$ cat src/rtl/fetch_stage_pkg.sv
// Shared fetch/decode constants: instruction field positions, immediate marker bit,
// fetch FSM states and IF/ID bundle widths.
package fetch_stage_pkg;

  localparam int unsigned WORD_W  = 16;
  localparam int unsigned ADDR_W  = 16;

  localparam int unsigned OPC_MSB = 15;
  localparam int unsigned OPC_LSB = 10;
  localparam int unsigned SRC_MSB = 9;
  localparam int unsigned SRC_LSB = 7;
  localparam int unsigned DST_MSB = 6;
  localparam int unsigned DST_LSB = 4;

  localparam int unsigned IMM_BIT = 5;

  localparam int unsigned OPC_W   = OPC_MSB - OPC_LSB + 1;
  localparam int unsigned REG_W   = SRC_MSB - SRC_LSB + 1;

  typedef enum logic {
    S_FIRST = 1'b0,
    S_IMM   = 1'b1
  } fetch_state_e;

endpackage

$ cat src/rtl/fetch_stage_if_id_reg.sv
// IF/ID pipeline register: reset clears everything, flush drops only valid,
// enable gates updates and load selects whether the payload fields change.
module fetch_stage_if_id_reg #(
  parameter int unsigned W  = 16,
  parameter int unsigned AW = 16
) (
  input  logic                               clk,
  input  logic                               rst,
  input  logic                               flush,
  input  logic                               en,
  input  logic                               load,
  input  logic                               d_valid,
  input  logic [fetch_stage_pkg::OPC_W-1:0]  d_opcode,
  input  logic [fetch_stage_pkg::REG_W-1:0]  d_src,
  input  logic [fetch_stage_pkg::REG_W-1:0]  d_dst,
  input  logic [W-1:0]                       d_imm,
  input  logic                               d_has_imm,
  input  logic [AW-1:0]                      d_pc_next,
  output logic                               valid,
  output logic [fetch_stage_pkg::OPC_W-1:0]  opcode,
  output logic [fetch_stage_pkg::REG_W-1:0]  src,
  output logic [fetch_stage_pkg::REG_W-1:0]  dst,
  output logic [W-1:0]                       imm,
  output logic                               has_imm,
  output logic [AW-1:0]                      pc_next
);

  always_ff @(posedge clk) begin
    if (rst) begin
      valid   <= 1'b0;
      opcode  <= '0;
      src     <= '0;
      dst     <= '0;
      imm     <= '0;
      has_imm <= 1'b0;
      pc_next <= '0;
    end else if (flush) begin
      valid <= 1'b0;
    end else if (en) begin
      valid <= d_valid;
      if (load) begin
        opcode  <= d_opcode;
        src     <= d_src;
        dst     <= d_dst;
        imm     <= d_imm;
        has_imm <= d_has_imm;
        pc_next <= d_pc_next;
      end
    end
  end

endmodule

$ cat src/rtl/fetch_stage.sv
// First pipeline stage: owns the PC, reads instruction memory and assembles
// one- or two-word instructions into the IF/ID bundle.
module fetch_stage #(
  parameter int unsigned W        = 16,
  parameter int unsigned AW       = 16,
  parameter int unsigned RESET_PC = 0,
  parameter int unsigned IMM_BIT  = fetch_stage_pkg::IMM_BIT
) (
  input  logic                               clk,
  input  logic                               rst,
  output logic [AW-1:0]                      imem_addr,
  input  logic [W-1:0]                       imem_data,
  input  logic                               stall,
  input  logic                               redirect,
  input  logic [AW-1:0]                      redirect_pc,
  output logic                               if_id_valid,
  output logic [fetch_stage_pkg::OPC_W-1:0]  if_id_opcode,
  output logic [fetch_stage_pkg::REG_W-1:0]  if_id_src,
  output logic [fetch_stage_pkg::REG_W-1:0]  if_id_dst,
  output logic [W-1:0]                       if_id_imm,
  output logic                               if_id_has_imm,
  output logic [AW-1:0]                      if_id_pc_next
);
  import fetch_stage_pkg::*;

  logic [AW-1:0] pc;
  logic [AW-1:0] pc_inc;
  fetch_state_e  state;
  logic [W-1:0]  hold_word;

  logic          two_word;
  logic [W-1:0]  insn;
  logic [W-1:0]  d_imm;
  logic          d_has_imm;
  logic          d_valid;
  logic          load;

  assign imem_addr = pc;
  assign pc_inc    = pc + AW'(1);
  assign two_word  = imem_data[OPC_LSB + IMM_BIT];

  // Select what the IF/ID register captures this cycle.
  always_comb begin
    insn      = imem_data;
    d_imm     = '0;
    d_has_imm = 1'b0;
    d_valid   = 1'b1;
    load      = 1'b1;
    if (state == S_IMM) begin
      insn      = hold_word;
      d_imm     = imem_data;
      d_has_imm = 1'b1;
    end else if (two_word) begin
      d_valid = 1'b0;
      load    = 1'b0;
    end
  end

  // PC and fetch FSM; a redirect discards any half-fetched two-word instruction.
  always_ff @(posedge clk) begin
    if (rst) begin
      pc        <= AW'(RESET_PC);
      state     <= S_FIRST;
      hold_word <= '0;
    end else if (redirect) begin
      pc    <= redirect_pc;
      state <= S_FIRST;
    end else if (!stall) begin
      pc <= pc_inc;
      case (state)
        S_FIRST: begin
          if (two_word) begin
            hold_word <= imem_data;
            state     <= S_IMM;
          end
        end
        S_IMM:   state <= S_FIRST;
        default: state <= S_FIRST;
      endcase
    end
  end

  fetch_stage_if_id_reg #(
    .W  (W),
    .AW (AW)
  ) u_if_id_reg (
    .clk       (clk),
    .rst       (rst),
    .flush     (redirect),
    .en        (!stall),
    .load      (load),
    .d_valid   (d_valid),
    .d_opcode  (insn[OPC_MSB:OPC_LSB]),
    .d_src     (insn[SRC_MSB:SRC_LSB]),
    .d_dst     (insn[DST_MSB:DST_LSB]),
    .d_imm     (d_imm),
    .d_has_imm (d_has_imm),
    .d_pc_next (pc_inc),
    .valid     (if_id_valid),
    .opcode    (if_id_opcode),
    .src       (if_id_src),
    .dst       (if_id_dst),
    .imm       (if_id_imm),
    .has_imm   (if_id_has_imm),
    .pc_next   (if_id_pc_next)
  );

endmodule

$ cat config.mk
export PLATFORM = sky130hd
export DESIGN_NAME = fetch_stage
export DESIGN_NICKNAME = d
export VERILOG_FILES = /design/src/rtl/fetch_stage_pkg.sv /design/src/rtl/fetch_stage_if_id_reg.sv /design/src/rtl/fetch_stage.sv
export SDC_FILE = /design/constraint.sdc
export NUM_CORES = 1
export LEC_CHECK = 0
export BUFFER_PORTS_ARGS = -buffer_cell sky130_fd_sc_hd__buf_4
export CORE_MARGIN = 2
export CORE_UTILIZATION = 55
export DETAILED_ROUTE_END_ITERATION = 10
export GPL_TIMING_DRIVEN = 0
export PLACE_DENSITY = 0.8
export SKIP_LAST_GASP = 1
export SYNTH_ARGS = -nofsm -noshare
export SYNTH_HDL_FRONTEND = slang
export SYNTH_SLANG_ARGS = --single-unit
$ cat constraint.sdc
create_clock -name clk -period 2.8 [get_ports clk]
set_input_delay 0.14 -clock clk [delete_from_list [all_inputs] [get_ports clk]]
set_output_delay 0.14 -clock clk [all_outputs]
set_load 0.01 [all_outputs]
# --- Word level (Yosys, flattened, before mapping) ---
# Cells that the tools add are included.
totals:
  ff_bits: 79
  word_cells: 27
classes:
  n_addsub: 1
  n_eq_ne: 1
  mux: 9
  bitwise_logic: 3
  reduce_logical: 3
ops:
  columns: ["op", "n"]
  rows:
  - ["$mux 16", 4]
  - ["$add 16x1->16 const B", 1]
  - ["$mux 1", 4]
  - ["$reduce_and 4->1", 1]
  - ["$not 1->1", 3]
  - ["$reduce_and 3->1", 1]
  - ["$ne 2x1->1 const B", 1]
  - ["$pmux 1 s2", 1]
  - ["$reduce_or 2->1", 1]

# --- Depth between registers and ports, before layout ---
# Gate-level depths: netlist (run 1).
depth:
  depth_word: 3
  depth_mapped: 7

# --- Cells and area by module ---
# Synthesis (run 1) repeated with hierarchy kept, for this count alone.
unflattened:
  cells_unflattened: 438
  area_unflattened_um2: 3933.8
by_module_without_submodules:
  columns: ["module", "instances", "cells_each", "area_each_um2"]
  rows:
  - ["fetch_stage_if_id_reg", 1, 199, 2088.3]
  - ["fetch_stage", 1, 239, 1845.5]

# --- Worst setup path before layout (run 1) ---
# No wires, ideal clock.
synth_path:
  path_kind: "reg-to-reg"
  startpoint: "reg pc[0], in the netlist imem_addr[0]"
  endpoint: "reg pc[14], in the netlist imem_addr[14]"
  setup_time_ns: 0.115
  t_arrival_ns: 1.540
  required_ns: 2.685
  slack_ns: 1.145
  stages_incl_launch_ff: 6
  n_path_buf: 0
  period_less_slack_ns: 1.655
  path_cell_list: "dfxtp_1 ha_1 nand4b_2 nor4_1 xor2_1 o21a_1"
synth_via:
  elab_chain_cells: 3
synth_lines:
  columns: ["element", "line_no", "rtl"]
  rows:
  - ["start, declared", "fetch_stage.sv:26", "logic [AW-1:0] pc;"]
  - ["start signal, assigned", "fetch_stage.sv:62", "pc <= AW'(RESET_PC);"]
  - ["start signal, assigned", "fetch_stage.sv:66", "pc <= redirect_pc;"]
  - ["start signal, assigned", "fetch_stage.sv:69", "pc <= pc_inc;"]
  - ["$add 16x1->16", "fetch_stage.sv:39", "assign pc_inc = pc + AW'(1);"]
  - ["$mux 16", "fetch_stage.sv:68", "end else if (!stall) begin"]
  - ["$mux 16", "fetch_stage.sv:65", "end else if (redirect) begin"]
# Every way passes these cells. The select of a mux whose other input is x is not followed.
# A chain may end at the register's enable or synchronous reset.

# --- Final worst setup path (run 1) ---
# Ends and elaborated chain as after synthesis.

==> results of run 1 <==
-- metrics by stage --
step / cell area [µm²] / cells / hold WS (ps)
after floorplan: 3350 / 359 / 265
after global placement: 4160 / 529 / 359
after detailed placement: 4160 / 529 / 359
after CTS: 4390 / 545 / 6.49
after global routing: 4390 / 545 / 9.40
final: 4390 / 545 / 15.7
-- cell usage in the layout, fill, tap and decap left out, types with 2 or more instances in the layout --
cell	count
o311a_1	2
a211oi_2	6
nand4_4	2
nor3_1	12
buf_2	9
a22o_1	16
xor2_1	10
nor3_2	4
nor2_1	42
clkbuf_8	10
nand3_2	2
nor4_1	2
buf_4	99
bufinv_16	2
a211oi_1	19
mux2i_1	16
nand3_1	4
nand2_1	27
nand4_1	2
o21a_1	10
nand2b_1	7
nor4_2	4
dfxtp_1	75
inv_1	14
clkbuf_1	15
a21oi_1	24
xnor2_1	15
-- how the worst max path moves through the flow --
stage / startpoint / end / slack, ps / cells after the start
final: imem_addr[0]$_SDFFE_PP0P_ / imem_addr[14]$_SDFFE_PP0P_ / 960 / 5
after global routing: imem_addr[0]$_SDFFE_PP0P_ / imem_addr[14]$_SDFFE_PP0P_ / 830 / 5
after CTS: imem_addr[0]$_SDFFE_PP0P_ / imem_addr[14]$_SDFFE_PP0P_ / 950 / 5
after detailed placement: imem_addr[0]$_SDFFE_PP0P_ / imem_addr[14]$_SDFFE_PP0P_ / 980 / 5
after global placement: imem_addr[0]$_SDFFE_PP0P_ / imem_addr[14]$_SDFFE_PP0P_ / 990 / 5
after floorplan: imem_addr[0]$_SDFFE_PP0P_ / imem_addr[14]$_SDFFE_PP0P_ / 1150 / 5
-- cell type report --
type	count	area, µm²	share of cell area
well taps	75	93.8	0.0214
repair buffers	96	723	0.165
clock inverters	5	85.1	0.0194
plain buffers	31	151	0.0345
flip-flops and latches	75	1500	0.342
inverters	14	52.6	0.0120
multi-input cells	239	1650	0.375
clock buffers	10	138	0.0313
-- cells by family after synthesis --
kind of cell             after synthesis
adder cells (fa/ha/maj)                1
AND/OR/NAND/NOR                      117
multiplexers                          16
buffers and inverters                 45
flip-flops                            75
AO/OA/AOI/OAI                         80
XOR/XNOR                              25
-- report_power, final --
group          total [µW]  switching [µW]  internal (µW)
Combinational         322             168            154
Clock                 949             422            526
Sequential           1150            40.1           1110
Total                2420             631           1790
-- sequential cells by signal, indices dropped and copies added, names as in the netlist --
| register | flops |
|---|---|
| u_if_id_reg.pc_next | 16 |
| u_if_id_reg.has_imm | 1 |
| imem_addr | 16 |
| u_if_id_reg.imm | 16 |
| state | 1 |
| u_if_id_reg.valid | 1 |
| u_if_id_reg.src | 3 |
| hold_word | 12 |
| u_if_id_reg.dst | 3 |
| u_if_id_reg.opcode | 6 |
-- worst max-delay path: cells and delay by family, from the launching register on --
family	cells	cell delay, ps
flip-flops	1	490
adder cells (fa/ha/maj)	1	320
AND/OR/NAND/NOR	2	640
AO/OA/AOI/OAI	1	180
XOR/XNOR	1	110
-- layer usage --
metal | track usage | part of all wire
met5 | 0 | 0
met4 | 0.117 | 0.017
met3 | 0.0462 | 0.076
met2 | 0.420 | 0.47
met1 | 0.344 | 0.43
==> impl_metrics.csv, run 1 <==
group,metric,value,unit
status,status,"finished clean",
die,core,5920,µm²
die,dieArea,6730,µm²
detailed_routing,via_per_inst,5.50,
yosys,ys_types,41,
setup_path,worstSetupEndpointType,"register",
die,row_count,28,
timing,fin_ws,957,ps
setup_path,crit_fanout,7,
setup_path,rr_worst_depth,5,
yosys,yosys_warnings,0,
detailed_routing,drtIter0Drc,214,
yosys,synthMuxAreaShare,0.0478,
yosys,yosysMostFrequentCell,"dfxtp_1",
die,die_h,82.1,µm
layout,diodes,0,
power,p_per_area,552,nW/µm²
yosys,synth_edf_count,0,
detailed_routing,postRouteAntennaNets,0,
global_routing,grt_max_degree,14,
detailed_routing,routed_wl,8.49,mm
die,ios,98,
placement,dp_slack,981,ps
cts,numCtsBuffers,9,
placement,gp_congestion,0.794,
cts,post_cts_buffers,0,
min_path,whs_path_depth,2,
cts,cts.sinks,75,
setup_path,crit_path_max_incr_delay,490,ps
yosys,synthTopCellsByCount,"dfxtp_1 (75), nor2_1 (42), nand2_1 (27), a21oi_1 (24), a211oi_1 (19)",
setup_path,worstPathRequired,3040,ps
cts,path_clk_slew,80,ps
detailed_routing,wire_per_inst,15.6,µm
die,start_util,0.566,
cts,clock_latency,350,ps
min_path,hold_end,"u_if_id_reg.imm[2]$_SDFFE_PP0P_",
yosys,synthCells,359,
detailed_routing,firstDrtPassIters,4,
detailed_routing,drc_errors,0,
yosys,async_reset_ff_frac,0,
min_path,min_path_type,"input port to register",
layout,n_fill_cell,454,
placement,place.port_buffers,95,
setup_path,cp.arrival,2090,ps
yosys,synth_compound_area_frac,0.178,
setup_path,regToRegSetupSlack,960,ps
cts,htree_num_levels,3,
layout,nets,503,
die,die_w,82.1,µm
global_routing,grt_pass1_wl,13.3,mm
power,finalPower,2420,µW
timing,setup_violations,0,
layout,areaGrowthSynthToFinish,31.0,%
yosys,synthSimpleGateAreaFrac,0.196,
yosys,ys_top_cells_by_area,"dfxtp_1 (45%), mux2i_1 (4.8%), nor2_1 (4.7%), a211oi_1 (4.3%), a22o_1 (4.2%)",
timing,maxSlewHeadroom,0.572,
setup_path,r2r-end,"imem_addr[14]$_SDFFE_PP0P_",
global_routing,track_usage,0.262,
yosys,synth-main-ff-cell,"dfxtp_1",
setup_path,crit_path_start_kind,"register",
yosys,synth_top_family_by_area,"simple AND/OR/NAND/NOR gates",
job,drv_cap,0,
yosys,avgSynthCellArea,9.33,µm²
timing,tns,0,ps
yosys,synth_fa_ha_area_frac,0.00373,
yosys,syn_area,3350,µm²
detailed_routing,via_count,2996,
cts,cts_hold_buf,1,
layout,final_layout_size_suffix_gt1_frac,0.315,
cts,cts_buffer_depth,2,
min_path,hp-start,"imem_data[2]",
yosys,yosys.area.top_type_share,0.448,
global_routing,grt_pass1_vias,2753,
timing,skew,5.54,ps
placement,hpwl,6.05,mm
timing,worst_slew_pin_slew,640,ps
yosys,syn-num-nets,396,
yosys,synth-seq-cells,75,
setup_path,r2r_start,"imem_addr[0]$_SDFFE_PP0P_",
timing,period_needed,1840,ps
global_routing,antenna_found_initial,0,
power,ir_drop,0.000383,V
layout,utilization,0.742,
setup_path,critical_path_class,"register to register",
timing,finalMaxSlewViolations,0,
cts,cts_resized,0,
global_routing,grt_overflow,0,
setup_path,cp_cell_sequence,"ha_1, nand4b_2, nor4_1, xor2_1, o21a_1",
cts,cts_tree,"done",
power,p_leak,0.00181,µW
timing,final_hold_viol_count,0,
yosys,synth_top_area_cell,"dfxtp_1",
setup_path,cp_slowest_cell,"dfxtp_1",
timing,max_freq,543,MHz
yosys,yosysSeqAreaShare,0.448,
cts,cts_root_buf,"clkbuf_8",
yosys,yosys.area_share.xor_xnor,0.0653,
timing,timing.final.crit_share,0.658,
timing,grt_setup_unrepaired,"false",
Note: power is estimated with default switching activity, not from simulation.
==> run 2: changes to the inputs <==
Settings changed: ABC_AREA from default to 1, CORE_UTILIZATION 55 to 47, PLACE_DENSITY 0.8 to 0.72.
Clock period 2.8 ns to 1.5 ns, I/O delays scaled along.
==> run 2 against run 1 <==
  * The run now ends with hold timing left
  * Clock power is 52% higher
  * Clock skew grew 1.4 ps
  * Fmax grew 28%
  * Worst hold slack lost 17 ps
  * Critical path type unchanged
==> impl_metrics.csv, run 2 <==
group,metric,value,unit
status,status,"finished with violations",
status,violations,"hold timing",
global_routing,track_usage,0.252,
die,dieArea,7860,µm²
timing,skew,6.96,ps
setup_path,cp_cell_sequence,"ha_2, nand3_2, nor2_2, nand3_1, nand2_1, nand2_1, nand2_1, inv_1",
global_routing,grt_overflow,0,
detailed_routing,postRouteAntennaNets,0,
die,start_util,0.491,
setup_path,cp.arrival,1700,ps
yosys,synth_top_area_cell,"dfxtp_1",
setup_path,crit_path_start_kind,"register",
setup_path,cp_num_buf_inv,1,
power,ir_drop,0.000499,V
cts,cts_root_buf,"clkbuf_8",
timing,period_needed,1440,ps
setup_path,crit_family,"simple AND/OR/NAND/NOR gates",
setup_path,r2r-end,"u_if_id_reg.pc_next[10]$_SDFFE_PP0P_",
detailed_routing,routed_wl,9.65,mm
timing,setup_violations,0,
setup_path,crit_fanout,6,
placement,hpwl,7.00,mm
detailed_routing,via_count,3374,
global_routing,grt_pass1_vias,3212,
yosys,synth_edf_count,0,
cts,cts.sinks,75,
yosys,yosysMostFrequentCell,"nand2_1",
yosys,ys_top_cells_by_area,"dfxtp_1 (45%), nand2_1 (12%), inv_1 (6.1%), o21ai_1 (5.1%), a21oi_1 (4.9%)",
timing,grt_setup_unrepaired,"true",
detailed_routing,drtIter0Drc,230,
global_routing,grt_pass1_wl,15.3,mm
setup_path,worstPathRequired,1760,ps
cts,path_clk_slew,80,ps
power,p_per_area,923,nW/µm²
layout,diodes,0,
timing,worst_slew_pin_slew,530,ps
yosys,yosys.area.top_type_share,0.446,
yosys,synthCells,454,
job,drv_cap,0,
min_path,min_path_type,"input port to register",
die,die_w,88.7,µm
cts,htree_num_levels,3,
setup_path,crit_path_max_incr_delay,390,ps
die,die_h,88.7,µm
placement,placed_area,4200,µm²
layout,layout_commonest_cell,"nand2_1",
placement,place.port_buffers,95,
setup_path,critical_path_class,"register to register",
timing,maxSlewHeadroom,0.647,
cts,numCtsBuffers,9,
setup_path,cp_slowest_cell,"dfxtp_4",
placement,dpl.cell_count,645,
global_routing,grt_max_degree,14,
layout,final_cell_mix,"nand2_1 (107), buf_4 (97), dfxtp_1 (70), inv_1 (55)",
cts,clock_latency,350,ps
min_path,whs_path_depth,3,
detailed_routing,firstDrtPassIters,4,
die,row_count,30,
detailed_routing,wire_per_inst,14.4,µm
yosys,yosysSeqAreaShare,0.446,
die,core,6870,µm²
power,p_leak,0.00213,µW
layout,post-route-cell-area,4530,µm²
timing,max_freq,694,MHz
setup_path,cpMostUsedCell,"nand2_1",
layout,nets,608,
global_routing,antenna_found_initial,0,
timing,timing.final.crit_share,0.961,
timing,whs,-1.46,ps
detailed_routing,drc_errors,0,
min_path,hold_end,"imem_addr[4]$_SDFFE_PP0P_",
cts,cts_tree,"done",
yosys,ys_types,34,
timing,final_hold_viol_count,2,
setup_path,r2r_start,"imem_addr[0]$_SDFFE_PP0P_",
yosys,synth-seq-cells,75,
setup_path,rr_worst_depth,8,
layout,final_layout_size_suffix_gt1_frac,0.290,
yosys,yosys_warnings,0,
yosys,synthTopCellsByCount,"nand2_1 (107), dfxtp_1 (75), inv_1 (55), nor2_1 (36), o21ai_1 (34)",
yosys,syn-num-nets,491,
yosys,syn_area,3370,µm²
die,ios,98,
detailed_routing,via_per_inst,5.02,
layout,areaGrowthSynthToFinish,34.3,%
min_path,hp-start,"redirect_pc[4]",
layout,fin_cells,672,
layout,utilization,0.659,
placement,gp_congestion,0.870,
yosys,async_reset_ff_frac,0,
timing,finalMaxSlewViolations,0,
setup_path,worstSetupEndpointType,"register",
yosys,avgSynthCellArea,7.42,µm²
yosys,synth-main-ff-cell,"dfxtp_1",
setup_path,regToRegSetupSlack,60,ps
cts,cts_buffer_depth,2,
run 2: changes by cell type in the layout (fill, tap and decap cells not counted), sizes merged, moves of 11 or more:
cell,change
nand3,+21
mux2i,-16
clkbuf,-11
a31oi,+13
o21ai,+53
xnor2,-13
nor3,-16
nand2,+83
a22o,-14
a211oi,-22
inv,+46
run 2: power by group:
group	internal [µW]	switching (µW)	total [µW]
clock	652	785	1440
combinational	272	322	594
sequential	2080	74.0	2150
run 2: cell families after synthesis:
family | Yosys count | share of synthesized area
and+or+nand+nor | 181 | 0.235
AOI/OAI and AO/OA | 107 | 0.185
buffers and inverters | 83 | 0.112
DFF | 75 | 0.446
xor gates and xnor gates | 7 | 0.0182
adders and majority gates | 1 | 0.00371
run 2: per-layer routing:
metal,track usage,vias to the layer above,wire length [µm]
met5,0,-,0
met4,0.0882,0,165
met1,0.343,1558,4280
li1,-,1693,-
met3,0.0448,14,632
met2,0.404,109,4570
run 2: final cells by class:
cell class	count	area [µm²]
Inverter	60	235
Timing Repair Buffer	106	823
Buffer	23	143
Fill cell	637	2340
Tap cell	96	120
Clock inverter	5	37.5
Sequential cell	75	1510
Clock buffer	11	141
Multi-Input combinational cell	296	1520
run 2: how the worst max path moves through the flow:
stage | start | depth (start not counted) | to
floorplan | imem_addr[0]$_SDFFE_PP0P_ | 8 | u_if_id_reg.pc_next[14]$_SDFFE_PP0P_
global placement | imem_addr[0]$_SDFFE_PP0P_ | 8 | u_if_id_reg.pc_next[10]$_SDFFE_PP0P_
detailed placement | imem_addr[0]$_SDFFE_PP0P_ | 8 | u_if_id_reg.pc_next[10]$_SDFFE_PP0P_
CTS | imem_addr[1]$_SDFFE_PP0P_ | 8 | u_if_id_reg.pc_next[10]$_SDFFE_PP0P_
global route | imem_addr[1]$_SDFFE_PP0P_ | 9 | u_if_id_reg.pc_next[10]$_SDFFE_PP0P_
finish | imem_addr[0]$_SDFFE_PP0P_ | 8 | u_if_id_reg.pc_next[10]$_SDFFE_PP0P_
run 2: worst register-to-register path: cells and delay by family, from the launching register on:
kind,cells,cell delay [ps]
adders and majority gates,1,210
buffers and inverters,1,40
and+or+nand+nor,6,720
DFF,1,390
run 2: what timing repair did:
action | CTS | global route
hold buffers | 11 | 0
buffers inserted | 0 | 0
gates resized for setup | 2 | 11
endpoints found under the hold margin | 16 | 0
endpoints found under the setup margin | 4 | 21
run 2: through the flow:
step                setup TNS (ps)  total power, µW  worst slack, ps
floorplan                        0             2490              126
global placement              -157             2750            -79.0
detailed placement            -147             2760            -76.2
CTS                              0             4190             5.17
global route                 -42.3             4340            -28.9
finish                           0             4180             58.6
==> run 3: changes to the inputs <==
Clock period 1.5 ns to 1.3 ns, I/O delays scaled along.
==> run 3 against run 2 <==
  * The run ends with setup timing left
  * Largest power group unchanged
  * Die area did not move
  * Combinational power rose by 24%
  * Critical path depth fell by 2
  * Setup slack got worse by 100 ps
  * Critical endpoint is now u_if_id_reg.pc_next[6]$_SDFFE_PP0P_
  * Register-to-register slack got worse by 100 ps
  * Core utilization rose by 3.3 points
  * Critical path type unchanged
==> impl_metrics.csv, run 3 (synthesis gave the netlist of run 2 again) <==
group,metric,value,unit
timing,final_hold_viol_count,0,
setup_path,worstSetupEndpointType,"register",
setup_path,crit_family,"simple AND/OR/NAND/NOR gates",
timing,finalMaxSlewViolations,0,
layout,diodes,0,
timing,period_needed,1340,ps
power,ir_drop,0.000636,V
detailed_routing,via_per_inst,5.15,
detailed_routing,via_count,3503,
detailed_routing,wire_per_inst,14.9,µm
die,dieArea,7860,µm²
timing,timing.final.crit_share,1.03,
detailed_routing,firstDrtPassIters,5,
placement,hpwl,6.98,mm
die,ios,98,
layout,final_cell_mix,"buf_4 (101), nand2_1 (98), dfxtp_1 (62), inv_1 (54)",
setup_path,crit_path_start_kind,"register",
cts,cts_root_buf,"clkbuf_8",
detailed_routing,routed_wl,10.1,mm
power,finalPower,4840,µW
setup_path,critical_path_class,"register to register",
layout,areaGrowthSynthToFinish,41.1,%
setup_path,cp_num_buf_inv,0,
setup_path,crit_fanout,5,
timing,tns,-134,ps
cts,path_clk_slew,80,ps
min_path,min_path_type,"input port to register",
detailed_routing,drc_errors,0,
layout,n_fill_cell,619,
setup_path,cp.arrival,1620,ps
power,p_per_area,1020,nW/µm²
die,row_count,30,
cts,cts_tree,"done",
die,die_h,88.7,µm
global_routing,antenna_found_initial,0,
power,p_leak,0.00220,µW
timing,setup_violations,6,
status,violations,"setup timing",
job,drv_cap,0,
setup_path,crit_path_max_incr_delay,390,ps
setup_path,cp_cell_sequence,"ha_4, nand3_4, nor2_4, xor2_2, nand2_1, a21oi_1",
die,die_w,88.7,µm
layout,final_layout_size_suffix_gt1_frac,0.339,
timing,fin_ws,-41.5,ps
cts,numCtsBuffers,9,
cts,cts_buffer_depth,2,
die,core,6870,µm²
layout,nets,616,
timing,skew,9.46,ps
global_routing,grt_max_degree,13,
placement,place.port_buffers,95,
cts,htree_num_levels,3,
placement,gp_congestion,0.868,
timing,maxSlewHeadroom,0.631,
status,status,"finished with violations",
timing,max_freq,745,MHz
global_routing,grt_overflow,0,
detailed_routing,postRouteAntennaNets,0,
setup_path,cp_slowest_cell,"dfxtp_4",
global_routing,track_usage,0.258,
die,start_util,0.491,
setup_path,worstPathRequired,1570,ps
layout,layout_commonest_cell,"buf_4",
timing,grt_setup_unrepaired,"true",
cts,clock_latency,350,ps
cts,cts.sinks,75,
detailed_routing,drtIter0Drc,228,
global_routing,grt_pass1_wl,15.6,mm
global_routing,grt_pass1_vias,3191,
timing,worst_slew_pin_slew,553,ps
[run 3: changes by cell type in the layout (fill, tap and decap cells not counted), sizes merged]
cell / before / now
buf: 114 / 117
inv: 61 / 59
dlygate4sd3: 11 / 16
clkbuf: 15 / 16
clkinv: 2 / 4
clkinvlp: 2 / 1
[run 3: final timing paths]
kind	start	to	slack [ps]	cells after the start
min	imem_data[9]	u_if_id_reg.src[2]$_SDFFE_PP0P_	4	3
max	imem_addr[0]$_SDFFE_PP0P_	u_if_id_reg.pc_next[6]$_SDFFE_PP0P_	-40	6
max reg2reg	imem_addr[0]$_SDFFE_PP0P_	u_if_id_reg.pc_next[6]$_SDFFE_PP0P_	-40	6
min reg2reg	hold_word[15]$_SDFFE_PP0P_	hold_word[15]$_SDFFE_PP0P_	470	2
[run 3: layout make-up]
class	count	area (µm²)	share of cell area
plain buffers	23	156	0.0329
well taps	96	120	0.0253
clock buffers	12	145	0.0305
clock inverters	4	26.3	0.00553
flip-flops and latches	75	1530	0.322
multi-input cells	296	1640	0.345
repair buffers	114	896	0.188
inverters	60	238	0.0500
[run 3: timing repair]
item	4_1_cts	5_1_grt
pin swaps	3	5
hold buffers	16	0
setup endpoints to repair	41	34
gates resized for setup	26	32
setup buffers	3	0
cloned	0	0
hold endpoints to repair	20	0
[run 3: where the power goes]
part / internal, µW / switching [µW]
clock network: 744 / 872
registers: 2390 / 88.6
logic: 342 / 396
total: 3480 / 1360
[run 3: metal layers]
| layer | vias up | GRT usage | wire (µm) |
|---|---|---|---|
| li1 | 1714 | - | - |
| met2 | 120 | 0.412 | 4880 |
| met5 | - | 0 | 0 |
| met3 | 16 | 0.0438 | 588 |
| met1 | 1653 | 0.356 | 4530 |
| met4 | 0 | 0.0840 | 148 |
[run 3: per-stage QoR]
stage               std cells  setup WS [ps]  area (µm²)  utilization  hold slack [ps]
finish                    680          -41.5        4750        0.692             3.90
global route              680           -116        4750        0.692             13.8
CTS                       680          -2.59        4640        0.676            0.737
detailed placement        645           -196        4210        0.613              325
global placement          645           -188        4210        0.613              323
floorplan                 454           15.6        3370            -              159
[run 3: worst min-delay path: cells and delay by family]
family / cells / cell delay, ps
buf+inv: 1 / 120
compound gates: 1 / 70
simple gates: 1 / 60
